File: config.mk
export PLATFORM = sky130hd
export DESIGN_NAME = mem_access_stage_flat
export DESIGN_NICKNAME = d
export VERILOG_FILES = /design/src/rtl/mem_access_stage_if.sv /design/src/rtl/mem_access_stage.sv /design/src/flat_wrapper.sv
export SDC_FILE = /design/constraint.sdc
export NUM_CORES = 1
export LEC_CHECK = 0
export BUFFER_PORTS_ARGS = -buffer_cell sky130_fd_sc_hd__clkbuf_2
export CORE_MARGIN = 4
export CORE_UTILIZATION = 40
export CTS_BUF_LIST = sky130_fd_sc_hd__clkbuf_16
export CTS_CLUSTER_DIAMETER = 50
export CTS_CLUSTER_SIZE = 16
export DETAILED_ROUTE_END_ITERATION = 8
export MAX_ROUTING_LAYER = met4
export PLACE_DENSITY = 0.69
export SLEW_MARGIN = 20
export SYNTH_ARGS = -nofsm -noshare
export SYNTH_HDL_FRONTEND = slang
export SYNTH_SLANG_ARGS = --single-unit
export TNS_END_PERCENT = 1
File: constraint.sdc
create_clock -name clk_i -period 2.25 [get_ports clk_i]
set_input_delay 0.675 -clock clk_i [delete_from_list [all_inputs] [get_ports clk_i]]
set_output_delay 0.675 -clock clk_i [all_outputs]
set_load 0.05 [all_outputs]
File: src/rtl/mem_access_stage_if.sv
// mem_access_stage_if: execute-side inputs, forwarding/redirect outputs, data-memory bus and MEM/WB outputs.
// The slave modport is the stage's view; the master modport is the surrounding pipeline and memory.
interface mem_access_stage_if #(
    parameter int ADDR_W = 32
);
    logic              ex_valid;
    logic [31:0]       ex_alu_result;
    logic [31:0]       ex_store_data;
    logic [31:0]       ex_pc_jump;
    logic              ex_bit_branch;
    logic              ex_branch;
    logic              ex_jump;
    logic              ex_mem_read;
    logic              ex_mem_write;
    logic              ex_reg_write;
    logic              ex_mem_to_reg;
    logic [2:0]        ex_funct3;
    logic [4:0]        ex_rd;
    logic              mem_stall;
    logic              pc_src;
    logic [31:0]       pc_target;
    logic [31:0]       mem_alu_result;
    logic [4:0]        mem_rd;
    logic              mem_reg_write;
    logic              dmem_req;
    logic              dmem_we;
    logic [ADDR_W-1:0] dmem_addr;
    logic [3:0]        dmem_be;
    logic [31:0]       dmem_wdata;
    logic              dmem_gnt;
    logic              dmem_rvalid;
    logic [31:0]       dmem_rdata;
    logic              wb_valid;
    logic              wb_reg_write;
    logic              wb_mem_to_reg;
    logic [4:0]        wb_rd;
    logic [31:0]       wb_alu_result;
    logic [31:0]       wb_load_data;
    logic              mem_misalign;

    modport slave (
        input  ex_valid, ex_alu_result, ex_store_data, ex_pc_jump, ex_bit_branch, ex_branch, ex_jump,
               ex_mem_read, ex_mem_write, ex_reg_write, ex_mem_to_reg, ex_funct3, ex_rd,
               dmem_gnt, dmem_rvalid, dmem_rdata,
        output mem_stall, pc_src, pc_target, mem_alu_result, mem_rd, mem_reg_write,
               dmem_req, dmem_we, dmem_addr, dmem_be, dmem_wdata,
               wb_valid, wb_reg_write, wb_mem_to_reg, wb_rd, wb_alu_result, wb_load_data, mem_misalign
    );

    modport master (
        output ex_valid, ex_alu_result, ex_store_data, ex_pc_jump, ex_bit_branch, ex_branch, ex_jump,
               ex_mem_read, ex_mem_write, ex_reg_write, ex_mem_to_reg, ex_funct3, ex_rd,
               dmem_gnt, dmem_rvalid, dmem_rdata,
        input  mem_stall, pc_src, pc_target, mem_alu_result, mem_rd, mem_reg_write,
               dmem_req, dmem_we, dmem_addr, dmem_be, dmem_wdata,
               wb_valid, wb_reg_write, wb_mem_to_reg, wb_rd, wb_alu_result, wb_load_data, mem_misalign
    );
endinterface

File: src/rtl/mem_access_stage.sv
// mem_access_stage: EX/MEM register, branch redirect, req/gnt/rvalid load-store FSM and MEM/WB register.
// Define MEM_MISALIGN_TRAP_EN to trap misaligned halfword/word accesses instead of issuing them.
module mem_access_stage #(
    parameter int ADDR_W = 32
) (
    input logic               clk_i,
    input logic               rst_ni,
    input logic               en_i,
    mem_access_stage_if.slave bus
);
    typedef enum logic [1:0] {IDLE, REQ, WAIT_RD} state_e;

    state_e      state_q;
    logic        valid_q;
    logic        bit_branch_q;
    logic        branch_q;
    logic        jump_q;
    logic        mem_read_q;
    logic        mem_write_q;
    logic        reg_write_q;
    logic        mem_to_reg_q;
    logic [31:0] alu_q;
    logic [31:0] store_data_q;
    logic [31:0] pc_jump_q;
    logic [2:0]  funct3_q;
    logic [4:0]  rd_q;
    logic        wb_valid_q;
    logic        wb_reg_write_q;
    logic        wb_mem_to_reg_q;
    logic        misalign_q;
    logic [4:0]  wb_rd_q;
    logic [31:0] wb_alu_q;
    logic [31:0] wb_load_q;

    logic [1:0]  lane;
    logic        misaligned;
    logic        mem_op;
    logic        req;
    logic        st_done;
    logic        rd_done;
    logic        stall;
    logic        complete;
    logic        pc_src;
    logic [7:0]  rbyte;
    logic [15:0] rhalf;
    logic [31:0] load_d;
    logic [3:0]  be_d;
    logic [31:0] wdata_d;

`ifdef MEM_MISALIGN_TRAP_EN
    assign misaligned = valid_q & (mem_read_q | mem_write_q) &
                        ((funct3_q[1:0] == 2'b01 & alu_q[0]) | (funct3_q[1:0] == 2'b10 & alu_q[1:0] != 2'b00));
`else
    assign misaligned = 1'b0;
`endif

    always_comb begin
        lane     = alu_q[1:0];
        mem_op   = valid_q & (mem_read_q | mem_write_q) & ~misaligned;
        req      = mem_op & (state_q != WAIT_RD);
        // a frozen pipeline must not consume a grant or read response
        st_done  = en_i & req & bus.dmem_gnt & mem_write_q;
        rd_done  = en_i & (state_q == WAIT_RD) & bus.dmem_rvalid;
        stall    = mem_op & ~(st_done | rd_done);
        complete = valid_q & ~stall;
        pc_src   = valid_q & ((branch_q & bit_branch_q) | jump_q);
        be_d     = funct3_q[1:0] == 2'b00 ? 4'b0001 << lane :
                   funct3_q[1:0] == 2'b01 ? 4'b0011 << {lane[1], 1'b0} : 4'b1111;
        wdata_d  = funct3_q[1:0] == 2'b00 ? {4{store_data_q[7:0]}} :
                   funct3_q[1:0] == 2'b01 ? {2{store_data_q[15:0]}} : store_data_q;
        rbyte    = lane == 2'd0 ? bus.dmem_rdata[7:0] :
                   lane == 2'd1 ? bus.dmem_rdata[15:8] :
                   lane == 2'd2 ? bus.dmem_rdata[23:16] : bus.dmem_rdata[31:24];
        rhalf    = lane[1] ? bus.dmem_rdata[31:16] : bus.dmem_rdata[15:0];
        load_d   = funct3_q == 3'b000 ? {{24{rbyte[7]}}, rbyte} :
                   funct3_q == 3'b001 ? {{16{rhalf[15]}}, rhalf} :
                   funct3_q == 3'b100 ? {24'd0, rbyte} :
                   funct3_q == 3'b101 ? {16'd0, rhalf} : bus.dmem_rdata;
    end

    always_ff @(posedge clk_i or negedge rst_ni) begin
        if (!rst_ni) begin
            state_q <= IDLE;
        end else if (en_i) begin
            case (state_q)
                IDLE, REQ: state_q <= !mem_op ? IDLE : !bus.dmem_gnt ? REQ : mem_write_q ? IDLE : WAIT_RD;
                WAIT_RD:   state_q <= bus.dmem_rvalid ? IDLE : WAIT_RD;
                default:   state_q <= IDLE;
            endcase
        end
    end

    always_ff @(posedge clk_i or negedge rst_ni) begin
        if (!rst_ni) begin
            valid_q      <= 1'b0;
            bit_branch_q <= 1'b0;
            branch_q     <= 1'b0;
            jump_q       <= 1'b0;
            mem_read_q   <= 1'b0;
            mem_write_q  <= 1'b0;
            reg_write_q  <= 1'b0;
            mem_to_reg_q <= 1'b0;
            alu_q        <= '0;
            store_data_q <= '0;
            pc_jump_q    <= '0;
            funct3_q     <= '0;
            rd_q         <= '0;
        end else if (en_i && !stall) begin
            // the instruction behind a taken branch/jump enters as a bubble
            valid_q      <= bus.ex_valid & ~pc_src;
            bit_branch_q <= bus.ex_bit_branch;
            branch_q     <= bus.ex_branch;
            jump_q       <= bus.ex_jump;
            mem_read_q   <= bus.ex_mem_read;
            mem_write_q  <= bus.ex_mem_write;
            reg_write_q  <= bus.ex_reg_write;
            mem_to_reg_q <= bus.ex_mem_to_reg;
            alu_q        <= bus.ex_alu_result;
            store_data_q <= bus.ex_store_data;
            pc_jump_q    <= bus.ex_pc_jump;
            funct3_q     <= bus.ex_funct3;
            rd_q         <= bus.ex_rd;
        end
    end

    always_ff @(posedge clk_i or negedge rst_ni) begin
        if (!rst_ni) begin
            wb_valid_q      <= 1'b0;
            wb_reg_write_q  <= 1'b0;
            wb_mem_to_reg_q <= 1'b0;
            misalign_q      <= 1'b0;
            wb_rd_q         <= '0;
            wb_alu_q        <= '0;
            wb_load_q       <= '0;
        end else if (en_i) begin
            wb_valid_q <= complete;
            misalign_q <= complete & misaligned;
            if (complete) begin
                wb_reg_write_q  <= reg_write_q & ~mem_write_q & ~misaligned;
                wb_mem_to_reg_q <= mem_to_reg_q;
                wb_rd_q         <= rd_q;
                wb_alu_q        <= alu_q;
            end
            if (rd_done)
                wb_load_q <= load_d;
        end
    end

    assign bus.mem_stall      = stall;
    assign bus.pc_src         = pc_src;
    assign bus.pc_target      = pc_jump_q;
    assign bus.mem_alu_result = alu_q;
    assign bus.mem_rd         = rd_q;
    assign bus.mem_reg_write  = valid_q & reg_write_q;
    assign bus.dmem_req       = req;
    assign bus.dmem_we        = req & mem_write_q;
    assign bus.dmem_addr      = {alu_q[ADDR_W-1:2], 2'b00};
    assign bus.dmem_be        = be_d;
    assign bus.dmem_wdata     = wdata_d;
    assign bus.wb_valid       = wb_valid_q;
    assign bus.wb_reg_write   = wb_reg_write_q;
    assign bus.wb_mem_to_reg  = wb_mem_to_reg_q;
    assign bus.wb_rd          = wb_rd_q;
    assign bus.wb_alu_result  = wb_alu_q;
    assign bus.wb_load_data   = wb_load_q;
    assign bus.mem_misalign   = misalign_q;
endmodule

File: src/flat_wrapper.sv
// flat-port wrapper written by rule: the top's interface ports become plain ports
module mem_access_stage_flat 
#(
    parameter int ADDR_W = 32
)
  (clk_i, rst_ni, en_i, bus_ex_valid, bus_ex_alu_result, bus_ex_store_data, bus_ex_pc_jump, bus_ex_bit_branch, bus_ex_branch, bus_ex_jump, bus_ex_mem_read, bus_ex_mem_write, bus_ex_reg_write, bus_ex_mem_to_reg, bus_ex_funct3, bus_ex_rd, bus_dmem_gnt, bus_dmem_rvalid, bus_dmem_rdata, bus_mem_stall, bus_pc_src, bus_pc_target, bus_mem_alu_result, bus_mem_rd, bus_mem_reg_write, bus_dmem_req, bus_dmem_we, bus_dmem_addr, bus_dmem_be, bus_dmem_wdata, bus_wb_valid, bus_wb_reg_write, bus_wb_mem_to_reg, bus_wb_rd, bus_wb_alu_result, bus_wb_load_data, bus_mem_misalign);
  mem_access_stage_if #(.ADDR_W(ADDR_W)) bus_i ();
  input logic clk_i;
  input logic rst_ni;
  input logic en_i;
  input wire logic [$bits(bus_i.ex_valid)-1:0] bus_ex_valid;
  input wire logic [$bits(bus_i.ex_alu_result)-1:0] bus_ex_alu_result;
  input wire logic [$bits(bus_i.ex_store_data)-1:0] bus_ex_store_data;
  input wire logic [$bits(bus_i.ex_pc_jump)-1:0] bus_ex_pc_jump;
  input wire logic [$bits(bus_i.ex_bit_branch)-1:0] bus_ex_bit_branch;
  input wire logic [$bits(bus_i.ex_branch)-1:0] bus_ex_branch;
  input wire logic [$bits(bus_i.ex_jump)-1:0] bus_ex_jump;
  input wire logic [$bits(bus_i.ex_mem_read)-1:0] bus_ex_mem_read;
  input wire logic [$bits(bus_i.ex_mem_write)-1:0] bus_ex_mem_write;
  input wire logic [$bits(bus_i.ex_reg_write)-1:0] bus_ex_reg_write;
  input wire logic [$bits(bus_i.ex_mem_to_reg)-1:0] bus_ex_mem_to_reg;
  input wire logic [$bits(bus_i.ex_funct3)-1:0] bus_ex_funct3;
  input wire logic [$bits(bus_i.ex_rd)-1:0] bus_ex_rd;
  input wire logic [$bits(bus_i.dmem_gnt)-1:0] bus_dmem_gnt;
  input wire logic [$bits(bus_i.dmem_rvalid)-1:0] bus_dmem_rvalid;
  input wire logic [$bits(bus_i.dmem_rdata)-1:0] bus_dmem_rdata;
  output wire logic [$bits(bus_i.mem_stall)-1:0] bus_mem_stall;
  output wire logic [$bits(bus_i.pc_src)-1:0] bus_pc_src;
  output wire logic [$bits(bus_i.pc_target)-1:0] bus_pc_target;
  output wire logic [$bits(bus_i.mem_alu_result)-1:0] bus_mem_alu_result;
  output wire logic [$bits(bus_i.mem_rd)-1:0] bus_mem_rd;
  output wire logic [$bits(bus_i.mem_reg_write)-1:0] bus_mem_reg_write;
  output wire logic [$bits(bus_i.dmem_req)-1:0] bus_dmem_req;
  output wire logic [$bits(bus_i.dmem_we)-1:0] bus_dmem_we;
  output wire logic [$bits(bus_i.dmem_addr)-1:0] bus_dmem_addr;
  output wire logic [$bits(bus_i.dmem_be)-1:0] bus_dmem_be;
  output wire logic [$bits(bus_i.dmem_wdata)-1:0] bus_dmem_wdata;
  output wire logic [$bits(bus_i.wb_valid)-1:0] bus_wb_valid;
  output wire logic [$bits(bus_i.wb_reg_write)-1:0] bus_wb_reg_write;
  output wire logic [$bits(bus_i.wb_mem_to_reg)-1:0] bus_wb_mem_to_reg;
  output wire logic [$bits(bus_i.wb_rd)-1:0] bus_wb_rd;
  output wire logic [$bits(bus_i.wb_alu_result)-1:0] bus_wb_alu_result;
  output wire logic [$bits(bus_i.wb_load_data)-1:0] bus_wb_load_data;
  output wire logic [$bits(bus_i.mem_misalign)-1:0] bus_mem_misalign;
  assign bus_i.ex_valid = bus_ex_valid;
  assign bus_i.ex_alu_result = bus_ex_alu_result;
  assign bus_i.ex_store_data = bus_ex_store_data;
  assign bus_i.ex_pc_jump = bus_ex_pc_jump;
  assign bus_i.ex_bit_branch = bus_ex_bit_branch;
  assign bus_i.ex_branch = bus_ex_branch;
  assign bus_i.ex_jump = bus_ex_jump;
  assign bus_i.ex_mem_read = bus_ex_mem_read;
  assign bus_i.ex_mem_write = bus_ex_mem_write;
  assign bus_i.ex_reg_write = bus_ex_reg_write;
  assign bus_i.ex_mem_to_reg = bus_ex_mem_to_reg;
  assign bus_i.ex_funct3 = bus_ex_funct3;
  assign bus_i.ex_rd = bus_ex_rd;
  assign bus_i.dmem_gnt = bus_dmem_gnt;
  assign bus_i.dmem_rvalid = bus_dmem_rvalid;
  assign bus_i.dmem_rdata = bus_dmem_rdata;
  assign bus_mem_stall = bus_i.mem_stall;
  assign bus_pc_src = bus_i.pc_src;
  assign bus_pc_target = bus_i.pc_target;
  assign bus_mem_alu_result = bus_i.mem_alu_result;
  assign bus_mem_rd = bus_i.mem_rd;
  assign bus_mem_reg_write = bus_i.mem_reg_write;
  assign bus_dmem_req = bus_i.dmem_req;
  assign bus_dmem_we = bus_i.dmem_we;
  assign bus_dmem_addr = bus_i.dmem_addr;
  assign bus_dmem_be = bus_i.dmem_be;
  assign bus_dmem_wdata = bus_i.dmem_wdata;
  assign bus_wb_valid = bus_i.wb_valid;
  assign bus_wb_reg_write = bus_i.wb_reg_write;
  assign bus_wb_mem_to_reg = bus_i.wb_mem_to_reg;
  assign bus_wb_rd = bus_i.wb_rd;
  assign bus_wb_alu_result = bus_i.wb_alu_result;
  assign bus_wb_load_data = bus_i.wb_load_data;
  assign bus_mem_misalign = bus_i.mem_misalign;
  mem_access_stage #(.ADDR_W(ADDR_W)) u_core (.clk_i(clk_i), .rst_ni(rst_ni), .en_i(en_i), .bus(bus_i));
endmodule
==> results_dict.tcl <==
set metrics [dict create \
    status "finished with violations" \
    violations "setup timing" \
    crit_required_ps 1570 \
    cts_buffers 17 \
    ant_nets 0 \
    syn_inst 644 \
    antenna_found_initial 0 \
    synth-compound-area-share 0.0759 \
    setup-violations-final 10 \
    yosys.area_share.adder 0 \
    ys_ff_latch 186 \
    routedWlPerCell_um 18.1 \
    drive_above_1_share 0.621 \
    postCtsHoldBufs 0 \
    setup_ws_ps -39.4 \
    yosys_warnings 0 \
    ff_latch_area_mm2 0.00466 \
    yosysSeqAreaShare 0.563 \
    drt-initial-drc-count 253 \
    antenna_cells 0 \
    grt_pass1_wl_um 35100 \
    met3_length_um 1610 \
    crit_chain "nor2b_4, and3_4, a311oi_4, buf_12" \
    netlist_top_cells_area "dfrtp_1 (56%), mux2_2 (20%), buf_4 (4.5%), nand2_1 (2.5%), mux2_1 (2.5%)" \
    syn_area_per_cell_um2 12.8 \
    cp_num_buf_inv 1 \
    power_density_mw_per_mm2 1800 \
    dp_hpwl_um 17200 \
    hold_viol_final 0 \
    critPathMaxFanout 4 \
    worst_skew_pair.late_latency_ps 420 \
    top_layer "met4" \
    final_nets 1143 \
    remaining_drc_errors 0 \
    multiInputGateArea_mm2 0.00322 \
    synth_area_mm2 0.00826 \
    grt_max_degree 48 \
    ir_drop_uv 1220 \
    skew_ps 14.4 \
    reg2reg_slack_ps 310 \
    crit_family "flip-flops" \
    synth_top_area_cell "dfrtp_1" \
    rsz0062_at_grt "yes" \
    initial_utilization 0.407 \
    synth_top_family_by_area "multiplexers" \
    die_y_um 152 \
    yosys.area_share.simple 0.0557 \
    crit_path_end_kind "output pin" \
    fmax_mhz 437 \
    place_ws_ps 45.0 \
    htreeDepth 4 \
    clock_sinks 186 \
    synth_edf_count 0 \
    clockBufferDepth 2 \
    cp_slowest_cell "dfrtp_2" \
    period_share 1.02 \
    port_buffers 360 \
    vias 6290 \
    cp_slowest_stage_delay_ps 440 \
    period_needed_ps 2290 \
    clkSlewWorstSetupHoldPaths_ps 70 \
    fin_util 0.562 \
    coreArea_mm2 0.0203 \
    drv_slew 0 \
    hold_class "in -> async" \
    grt_pass1_vias 6502 \
    drt-met1-wl_um 9250 \
    ys.flop_type "dfrtp_1" \
    cts_tree "done" \
    async_reset_ff_frac 1.00 \
    grt-ovfl-total 0 \
    leakage_nw 5.58 \
    die_w_um 152 \
    die-area_mm2 0.0230 \
    rows 52 \
    critical_path_arrival_ps 1610 \
    timing_worst_setup_path_type "reg -> out" \
    grt_usage 0.201 \
    clockRootBuffer "clkbuf_16" \
    area_growth_pct 38.1 \
    nFillCells 1782 \
    start_kind "flop" \
    yosysUniqueCellTypes 42 \
    pin_count 364 \
    synth.area.mux_share 0.242 \
    yosys.area.top_type_share 0.563 \
    met2WireLength_um 11800 \
    viasPerCell 4.93 \
    synth-xor-area-share 0 \
    cap_violations 0 \
    place_congestion 0.807 \
    wl_um 23000 \
    drt-pass1-iter-count 4 \
]
synth_stat cells, types with 2 or more instances:
library cell / n
mux2_2: 145
o21bai_1: 2
mux2i_1: 12
and3_1: 3
inv_1: 5
nor2b_1: 3
dfrtp_1: 186
nand3_1: 2
buf_2: 12
nand2b_1: 2
nand2_1: 55
o22ai_1: 6
buf_6: 2
o21ai_0: 13
nor3_1: 3
mux2_1: 18
nor2_1: 31
a21oi_1: 27
or2_2: 5
mux4_2: 2
buf_4: 49
a22oi_1: 8
clkbuf_1: 9
o31ai_1: 3
o21a_1: 3
a21oi_2: 10
buf_1: 4
a211oi_1: 3
a21o_1: 8
stage by stage:
step / std cells / hold WS (ps) / total power [mW] / instance area [um^2] / setup TNS (ps)
after global routing: 1276 / 221 / 21.6 / 11400 / -1280
after CTS: 1273 / 214 / 20.6 / 11300 / -1060
final: 1276 / 214 / 20.6 / 11400 / -172
after detailed placement: 1238 / 467 / 17.1 / 10500 / 0
after floorplan: 646 / 379 / 14.3 / 8280 / -2460
after global placement: 1238 / 464 / 17.0 / 10500 / 0
report_power, final:
group / leakage, nW / switching [mW] / internal (mW)
combinational: 3.11 / 8.32 / 3.66
sequential: 2.19 / 0.970 / 4.70
clock: 0.285 / 1.45 / 1.49
cell usage in the layout, fill, tap and decap left out, drive strengths merged, types with 2 or more instances in the layout:
cell    Yosys  routed
nand2b      2       2
nand3       2       2
clkbuf      9     360
mux2      163     163
o22ai       6       6
mux4        2       2
a21o        8       8
clkinv      0       8
conb        1       3
nor2       32      32
nor3        3       3
mux2i      12      12
o21a        3       3
o21bai      2       2
dfrtp     186     186
and3        3       3
a21oi      37      37
nor2b       3       3
a211oi      3       3
buf        67      62
nand2      55      55
inv         5      11
or2         5       5
o21ai      14      14
o31ai       4       4
a22oi       8       8
path summary, 6_finish.rpt:
check | from | end | depth (start not counted)
setup / recovery | u_core.state_q[1]$_DFFE_PN0P_ | bus_mem_stall | 4
hold / removal | rst_ni | u_core.store_data_q[19]$_DFFE_PN0P_ | 1
setup reg to reg | u_core.state_q[1]$_DFFE_PN0P_ | u_core.store_data_q[15]$_DFFE_PN0P_ | 6
hold reg to reg | u_core.bus.wb_load_data[5]$_DFFE_PN0P_ | u_core.bus.wb_load_data[5]$_DFFE_PN0P_ | 1
max in group asynchronous | rst_ni | u_core.bus.wb_load_data[13]$_DFFE_PN0P_ | 2
min in group clk_i | bus_ex_rd[0] | u_core.bus.mem_rd[0]$_DFFE_PN0P_ | 2
final cells by class:
cell class / instances / share of cell area
Sequential cell: 186 / 0.408
Multi-Input combinational cell: 379 / 0.282
Timing Repair Buffer: 405 / 0.227
Clock buffer: 17 / 0.0373
Tap cell: 270 / 0.0296
Clock inverter: 14 / 0.0140
Inverter: 5 / 0.00164
timing repair:
action                     in CTS  in global routing
setup buffers                   4                  3
resized for setup              59                 34
pin swaps                       2                  4
setup endpoints to repair      25                 29
layer usage:
layer	vias to the layer above	track usage
met4	0	0.0593
li1	2912	-
met2	260	0.336
met3	30	0.0455
met1	3088	0.247
met5	-	-
logic make-up after synthesis:
logic type / Yosys count
mux: 177
simple gates: 108
flops: 186
other cells: 1
compound gates: 91
buf+inv: 81
Power figures use the tool's default switching activity.
